==> config.mk <==
export PLATFORM = sky130hd
export DESIGN_NAME = pc_sequencer
export DESIGN_NICKNAME = d
export VERILOG_FILES = /design/src/rtl/pc_sequencer.sv
export SDC_FILE = /design/constraint.sdc
export NUM_CORES = 1
export LEC_CHECK = 0
export ABC_AREA = 1
export CORE_ASPECT_RATIO = 0.6
export CORE_MARGIN = 2
export CORE_UTILIZATION = 33
export CTS_CLUSTER_SIZE = 30
export DETAILED_ROUTE_END_ITERATION = 12
export PLACE_DENSITY = 0.65
export SYNTH_ARGS = -nofsm -noshare
export SYNTH_HDL_FRONTEND = slang
export SYNTH_SLANG_ARGS = --single-unit
==> constraint.sdc <==
create_clock -name Clk -period 4.2 [get_ports Clk]
set_input_delay 1.05 -clock Clk [delete_from_list [all_inputs] [get_ports Clk]]
set_output_delay 1.05 -clock Clk [all_outputs]
set_load 0.01 [all_outputs]
==> src/rtl/pc_sequencer.sv <==
// pc_sequencer: program-counter sequencer for an instruction fetch port.
// Generates word-aligned fetch addresses with a valid/ready handshake, takes
// branch/jump redirects through a one-cycle FLUSH bubble, and wraps modulo 2^32.
// Optional feature macro: PC_MISALIGN_TRAP_EN. When it is defined, a misaligned
// redirect target loads TRAP_VEC and raises a one-cycle Trap pulse. When it is
// undefined, the low two target bits are dropped and Trap is tied low.
module pc_sequencer #(
  parameter logic [31:0] RESET_PC = 32'h0000_0000,
  parameter logic [31:0] TRAP_VEC = 32'h0000_0080
) (
  input  logic        Clk,
  input  logic        Reset,          // synchronous, active-low
  input  logic        Redirect,
  input  logic [31:0] RedirectTarget,
  input  logic        FetchReady,
  output logic        FetchValid,
  output logic [31:0] PCResult,
  output logic [31:0] PCAddResult,
  output logic        Trap
);

  // Low two address bits are forced to zero everywhere a PC is loaded.
  localparam logic [31:0] WORD_MASK = 32'hFFFF_FFFC;

  typedef enum logic [1:0] {
    IDLE  = 2'b00,
    FETCH = 2'b01,
    FLUSH = 2'b10
  } state_t;

  state_t      state_q, state_d;
  logic [31:0] pc_q, pc_d;
  logic [31:0] redirect_pc;

`ifdef PC_MISALIGN_TRAP_EN
  logic trap_q, trap_d;
  logic redirect_misaligned;

  // Resolve the redirect destination: misaligned targets divert to the trap vector.
  always_comb begin
    redirect_misaligned = (RedirectTarget[1:0] != 2'b00);
    redirect_pc         = redirect_misaligned ? (TRAP_VEC & WORD_MASK)
                                              : (RedirectTarget & WORD_MASK);
  end
`else
  // Resolve the redirect destination: the low two target bits are simply dropped.
  always_comb begin
    redirect_pc = RedirectTarget & WORD_MASK;
  end
`endif

  // Next-state and next-PC logic; every path starts from "hold".
  always_comb begin
    state_d = state_q;
    pc_d    = pc_q;
`ifdef PC_MISALIGN_TRAP_EN
    trap_d  = 1'b0;
`endif
    case (state_q)
      IDLE: begin
        // Redirect is deliberately ignored here; no request is outstanding.
        state_d = FETCH;
      end
      FETCH: begin
        if (Redirect) begin
          // Redirect wins over an accepted transfer; the current address still
          // counts as transferred if FetchReady is high, but is abandoned otherwise.
          pc_d    = redirect_pc;
          state_d = FLUSH;
`ifdef PC_MISALIGN_TRAP_EN
          trap_d  = redirect_misaligned;
`endif
        end else if (FetchReady) begin
          pc_d = pc_q + 32'd4;   // wraps silently at 2^32
        end
      end
      FLUSH: begin
        if (Redirect) begin
          // A redirect inside the bubble restarts it with the new target.
          pc_d    = redirect_pc;
          state_d = FLUSH;
`ifdef PC_MISALIGN_TRAP_EN
          trap_d  = redirect_misaligned;
`endif
        end else begin
          state_d = FETCH;
        end
      end
      default: begin
        // Unused encoding: recover to IDLE.
        state_d = IDLE;
      end
    endcase
  end

  // State, PC and trap registers with synchronous active-low reset.
  always_ff @(posedge Clk) begin
    if (!Reset) begin
      state_q <= IDLE;
      pc_q    <= RESET_PC & WORD_MASK;
`ifdef PC_MISALIGN_TRAP_EN
      trap_q  <= 1'b0;
`endif
    end else begin
      state_q <= state_d;
      pc_q    <= pc_d;
`ifdef PC_MISALIGN_TRAP_EN
      trap_q  <= trap_d;
`endif
    end
  end

  // Outputs are decoded directly from the registers.
  always_comb begin
    FetchValid  = (state_q == FETCH);
    PCResult    = pc_q;
    PCAddResult = pc_q + 32'd4;
`ifdef PC_MISALIGN_TRAP_EN
    Trap        = trap_q;
`else
    Trap        = 1'b0;
`endif
  end

endmodule

[Word level (Yosys, flattened, before mapping)]
Cells that the tools add are included.
Word-level totals
  input bits: 36
  bits in registers: 34
  word-level logic and storage cells: 18
  output and inout port bits: 66
Operators by class
  equal/unequal tests: 5
  add/sub/neg operators: 1
  multiplexer cells: 7
  reduce and logical (&&, ||, !) cells: 3
Operators by type and width (number)
  $mux W32: 3
  $pmux W32 S2: 1
  $add A32 B3 Y32 const B: 1
  $pmux W2 S3: 1
  $mux W2: 2
  $ne A2 B2 Y1 const B: 2
  $ne A3 B3 Y1 const B: 1
  $reduce_and A3 Y1: 1
  $eq A2 B1 Y1 const B: 1
  $eq A2 B2 Y1 const B: 1
  $logic_not A2 Y1: 1
  $reduce_bool A2 Y1: 1

[Depth between registers and ports, before layout]
Gate-level depths: netlist of run 1.
  word-level depth: 4
  mapped depth: 10
  mapped depth without buffers: 10

[Worst setup path after synthesis of run 1]
OpenSTA, ideal clock, no wires.
  kind: register -> output
  start: register pc_q[2] (netlist: PCResult[2])
  end: output port PCAddResult[22]
  cell stages (with the launch flop): 8
  path slack: 1764 ps
  path buffers: 0
  arrival time: 1386 ps
  required time: 3150 ps
  path through: dfxtp_1 > ha_1 > nand2_1 > nor2_4 > nand2_4 > nor2_4 > nand3_1 > and2_1
Between the ends
  word-level cells in the longest chain between the ends: 1
Ends and longest elaborated chain
  from (decl): RTL line 32  | logic [31:0] pc_q, pc_d;
  from (signal assigned): RTL line 100  | pc_q <= RESET_PC & WORD_MASK;
  from (signal assigned): RTL line 106  | pc_q <= pc_d;
  $add A32 B3 Y32: RTL line 117  | PCAddResult = pc_q + 32'd4;
  to (decl): RTL line 18  | output logic [31:0] PCAddResult,
No other way between the ends.

[Worst setup path in the final report of run 1]
  start: register pc_q[3] (netlist: PCResult[3])
  end: output port PCAddResult[22]
The elaborated chain is that of the path after synthesis.

==> impl_metrics.ini, run 1 <==
[job]
maxCapViolations = 0

[yosys]
avgSynthCellArea_um2 = 6.36
synthTopCellsByCount = nand2_1 (109), a21oi_1 (56), dfxtp_1 (32), o21ai_0 (32), nor2_1 (31)
synth_most_common_cell = nand2_1
synthesis.instances = 361
synth_top_flop_cell = dfxtp_1
synth_area_leader_cell = dfxtp_1
netlist_area_um2 = 2300
synth_seq_cells = 32
synth_warnings = 0
synth_enable_flop_cells = 0
post_synth_num_cell_types = 27
synth_top_area_share_pct = 27.9
ys_seq_area_share_pct = 27.9
synthTopCellsByArea = dfxtp_1 (28%), nand2_1 (18%), a21oi_1 (12%)
synth-async-reset-ratio_pct = 0

[route]
drcViolationCount = 0
ant_nets = 0
via_per_inst = 4.96
vias = 2661
post_drt_wl_per_cell_um = 14.7
drt-total-wl_um = 7890
firstDrtPassIters = 4
drt_iter0_drc = 236

[global_route]
grt_pass1_vias = 2455
antenna_found_initial = 0
grt_use_total_pct = 21.3
grt.overflow.total = 0
grt_pass1_wl_um = 12800
grt_max_degree = 33

[clocking]
cts_tree = yes
cts_sinks = 32
cts_resized = 0
ctsHtreeMaxLevel = 2
clk_latency_ns = 0.27
cts_root_buf = clkbuf_16
ctsHoldBuffers = 0
cts_buffers = 5
path_clk_slew_ns = 0.05
cts_buffer_depth = 2
cts_setup_buffers = 0

[place]
dpl.hpwl_um = 5570
preCtsSetupSlack_ns = 1.14
gp_congestion = 0.872
numPortBuffers = 94

[floorplan]
start_util_pct = 34.3
ios = 102
core_um2 = 6710
die-area_um2 = 7670
die_w_um = 112
die-height_um = 68.6
placementRows = 23

[cells_and_area]
drive_above_1_share_pct = 6.68
area_growth_pct = 48.6
antennaDiodeCount = 0
multi_input_area_um2 = 1470
fin_nets = 485
seqCellArea_um2 = 641
fillers = 702

[setup_path]
reg2reg_depth = 9
reg2reg_from = state_q[0]
worst-setup-path-type = flip-flop to output pin
cp-start-kind = flip-flop
path_buf_inv = 1
ff2ff_setup_slack_ns = 2.37
crit_required_ns = 3.15
crit_path_frequent_cell = nand2_1
cp.arrival_ns = 2.30
r2r_end = PCResult[2]
crit_path_end_kind = output pin
crit_family = simple AND/OR/NAND/NOR gates
crit_chain = ha_1 -> nand2_1 -> nor2_4 -> nand2_4 -> nor2_4 -> nand2_1 -> nand2_1 -> and2_1 -> clkdlybuf4s50_1
max_stage_delay_ns = 0.55
path_max_fanout = 5
slowest_stage = clkdlybuf4s50_1

[power_and_ir_drop]
peakVddDrop_mv = 0.173
p_total_mw = 1.19
p_leak_nw = 1.30
power.density_nw_per_um2 = 347

[timing]
finalSetupTns_ns = 0
holdWs_ns = 0.567
setup_viol = 0
worst_slack_ns = 0.847
final_hold_viol_count = 0
slew-limit-headroom_pct = 25.0
fin_crit_sh_pct = 79.8
rsz0062_at_grt = no
fin_skew_ns = 0.00389
period_needed_ns = 3.35
fmax_mhz = 298
tightestPinTransition_ns = 1.12
drv_slew = 0

[worst_hold_path]
hold_path_depth = 3
hold_class = flip-flop to flip-flop
hold_end = state_q[0]
min_from = state_q[0]

[outcome]
outcome = finished clean
-- report_power, final --
group | total (mW) | internal, mW | switching (mW) | leakage [nW]
Clock | 0.367 | 0.236 | 0.131 | 0.0712
Combinational | 0.410 | 0.213 | 0.197 | 0.960
Sequential | 0.408 | 0.345 | 0.0633 | 0.264
-- cells in the final DEF, fill, tap and decap left out --
master,count
dfxtp_1,32
xor2_1,7
a31oi_1,2
clkdlybuf4s50_1,94
nor3b_1,1
nand2_2,1
and2_1,4
nand4_1,1
a21oi_1,56
inv_1,23
xnor2_1,4
clkbuf_16,5
nand2_4,3
clkbuf_8,1
buf_4,2
clkbuf_1,2
nand3_1,9
nand3b_1,6
inv_2,1
nor2_2,3
nand2_1,109
xor2_2,4
o21ai_0,32
nor2_4,10
nor2_1,31
conb_1,5
ha_1,1
-- flip-flops by register name, summed over array words and instances, names as in the netlist --
signal	count
PCResult	30
state_q	2
-- routing by layer --
layer / vias to the layer above / GRT usage, % / routed length, µm
li1: 1323 / - / -
met1: 1213 / 32.6 / 4160
met2: 123 / 30.0 / 2960
met3: 2 / 5.24 / 757
met4: 0 / 3.55 / 14
met5: - / 0 / 0
-- cell type report --
cell class                 instances  share of cell area, %
timing repair buffer              96                   28.0
sequential                        32                   18.8
multi-input combinational        289                   43.1
clock buffer                       8                   4.29
inverter                          24                   2.64
tap                               87                   3.19
-- stage by stage --
step | std cells | instance area (µm²) | util, %
2_1_floorplan | 365 | 2310 | -
6_report | 536 | 3410 | 50.9
5_1_grt | 536 | 3410 | 50.9
3_5_place_dp | 528 | 3270 | 48.7
4_1_cts | 536 | 3410 | 50.9
3_3_place_gp | 528 | 3270 | 48.7
-- worst max path at each step --
stage | endpoint | from | slack, ns | cells after the start
floorplan | PCAddResult[22] | PCResult[2] | 1.76 | 7
global placement | PCAddResult[22] | PCResult[2] | 1.17 | 9
detailed placement | PCAddResult[22] | PCResult[2] | 1.14 | 9
CTS | PCAddResult[22] | PCResult[2] | 0.84 | 9
global route | PCAddResult[22] | PCResult[2] | 0.68 | 9
finish | PCAddResult[22] | PCResult[3] | 0.85 | 9
-- worst register-to-register path, delay by kind of cell (launching register included) --
family / cells / cell delay [ns]
buffers and inverters: 3 / 0.75
AND/OR/NAND/NOR: 4 / 0.40
flip-flops: 1 / 0.31
AO/OA/AOI/OAI: 2 / 0.30
-- logic make-up after synthesis --
| family | after synthesis | share of synthesized area [%] |
|---|---|---|
| XOR/XNOR | 15 | 7.03 |
| adder cells (fa/ha/maj) | 1 | 0.545 |
| AO/OA/AOI/OAI | 90 | 19.7 |
| buffers and inverters | 44 | 8.71 |
| flip-flops | 32 | 27.9 |
| other | 1 | 0.163 |
| AND/OR/NAND/NOR | 178 | 35.9 |
Note: power is estimated with default switching activity, not from simulation.
==> run 2: changes to the inputs <==
- PLACE_DENSITY: 0.65 -> 0.67
- clock period: 4.2 -> 2.9 ns (I/O delays scaled with it)
==> run 2 against run 1 <==
  * First-iteration DRC count decreased by 24%
  * Clock power increased by 45%
  * Final cell count increased by 1.9%
  * Worst setup slack got worse by 0.76 ns
  * Critical path depth decreased by 2
  * Clock-buffer cell count unchanged
  * Combinational power increased by 47%
  * Register-to-register slack got worse by 1.1 ns
  * Largest cell class unchanged
  * Highest routed layer unchanged
==> impl_metrics.ini, run 2 (synthesis gave the netlist of run 1 again) <==
[clocking]
cts_tree = yes
ctsHoldBuffers = 0
ctsHtreeMaxLevel = 2
clk_latency_ns = 0.28
cts_buffer_depth = 2
cts_root_buf = clkbuf_16
cts_buffers = 5
path_clk_slew_ns = 0.05
cts_sinks = 32

[floorplan]
die-area_um2 = 7670
placementRows = 23
start_util_pct = 34.3
ios = 102
core_um2 = 6710
die_w_um = 112
die-height_um = 68.6

[global_route]
antenna_found_initial = 0
grt_use_total_pct = 20.8
grt_pass1_wl_um = 12400
grt_max_degree = 32
grt.overflow.total = 0
grt_pass1_vias = 2444

[cells_and_area]
seqCellArea_um2 = 654
multi_input_area_um2 = 1480
fin_nets = 495
antennaDiodeCount = 0
final_common_cell = nand2_1
mostFrequentLayoutCells = nand2_1 (109), clkdlybuf4s50_1 (84), a21oi_1 (56)
drive_above_1_share_pct = 11.8
largest_reg_flops = 30
area_growth_pct = 52.9
fillers = 665

[setup_path]
crit_required_ns = 2.17
crit_path_end_kind = output pin
startpoint = PCResult[5]
reg2reg_from = PCResult[2]
cp-start-kind = flip-flop
worst-setup-path-type = flip-flop to output pin
path_max_fanout = 5
cp.arrival_ns = 2.09

[route]
drt-total-wl_um = 7850
post_drt_wl_per_cell_um = 14.4
vias = 2645
ant_nets = 0
drcViolationCount = 0
drt_iter0_drc = 180
via_per_inst = 4.84
firstDrtPassIters = 4

[power_and_ir_drop]
p_int_mw = 1.16
switching_share_pct = 32.9
p_leak_nw = 1.42
power.density_nw_per_um2 = 491
pwr-share-seq_pct = 34.4
peakVddDrop_mv = 0.250
clkPwrFrac_pct = 30.7
p_total_mw = 1.73
power_switching_mw = 0.569
comb_power_share_pct = 34.9

[timing]
rsz0062_at_grt = no
drv_slew = 0
finalSetupTns_ns = 0
tightestPinTransition_ns = 0.523
fmax_mhz = 356
holdWs_ns = 0.546
setup_viol = 0
slew-limit-headroom_pct = 65.1
fin_crit_sh_pct = 96.9
fin_skew_ns = 0.00215
final_hold_viol_count = 0
period_needed_ns = 2.81

[place]
gp_congestion = 0.921
numPortBuffers = 94
dpl.hpwl_um = 5920

[worst_hold_path]
min_from = state_q[0]
hold_class = flip-flop to flip-flop

[outcome]
outcome = finished clean

[job]
maxCapViolations = 0
==> run 2: changes by cell type in the layout (fill, tap and decap cells not counted), sizes merged <==
cell,delta
buf,+10
clkdlybuf4s50,-10
dlygate4sd2,+7
dlymetal6s2s,+3
==> run 2: what timing repair did <==
item | CTS | global route
buffers inserted | 2 | 1
gates resized for setup | 8 | 16
pin swaps | 2 | 3
endpoints found under the setup margin | 7 | 14
==> run 2: per-layer routing <==
metal	wire [µm]	global-route usage [%]	vias up
li1	-	-	1343
met1	4140	30.4	1190
met2	2960	30.0	108
met3	710	6.21	4
met4	40	4.94	0
met5	0	0	-
==> run 2: stage by stage <==
step | cells | instance area (µm²) | utilization (%) | worst slack, ns
floorplan | 365 | 2310 | - | 0.789
global placement | 535 | 3320 | 49.5 | 0.217
detailed placement | 535 | 3320 | 49.5 | 0.216
CTS | 545 | 3480 | 51.9 | 0.0132
global route | 546 | 3510 | 52.4 | 0.00407
finish | 546 | 3510 | 52.4 | 0.0892
==> run 2: area by class of cell <==
class	count	area share [%]
clock buffers	8	4.17
multi-input cells	289	42.2
well taps	87	3.10
inverters	24	2.56
flip-flops and latches	32	18.6
repair buffers	106	29.3
==> run 2: power by group through the flow <==
stage / sequential [mW] / clock [mW] / combinational [mW]
2_1_floorplan: 0.600 / 0 / 0.259
3_3_place_gp: 0.590 / 0 / 0.604
3_5_place_dp: 0.594 / 0 / 0.610
4_1_cts: 0.587 / 0.541 / 0.606
5_1_grt: 0.604 / 0.569 / 0.655
6_report: 0.593 / 0.531 / 0.602
==> run 2: path summary, 6_finish.rpt <==
path / to / slack [ns] / depth (start not counted)
max: PCAddResult[21] / 0.09 / 7
min: state_q[0] / 0.55 / 3
max reg2reg: PCResult[18] / 1.24 / 9
min reg2reg: state_q[0] / 0.55 / 3
==> run 2: worst max-delay path, stage by stage, from the launching register on <==
cell             delay, ns
dfxtp_1               0.42
nand2_1               0.12
nor2_2                0.17
nand2_4               0.11
nor2_4                0.22
nand3b_1              0.10
nand2_1               0.11
clkdlybuf4s50_1       0.56
==> run 3: changes to the inputs <==
- CAP_MARGIN: not set -> 10
==> results of run 3 <==
No change in the layout: final DEF, timing and power equal those of run 2.
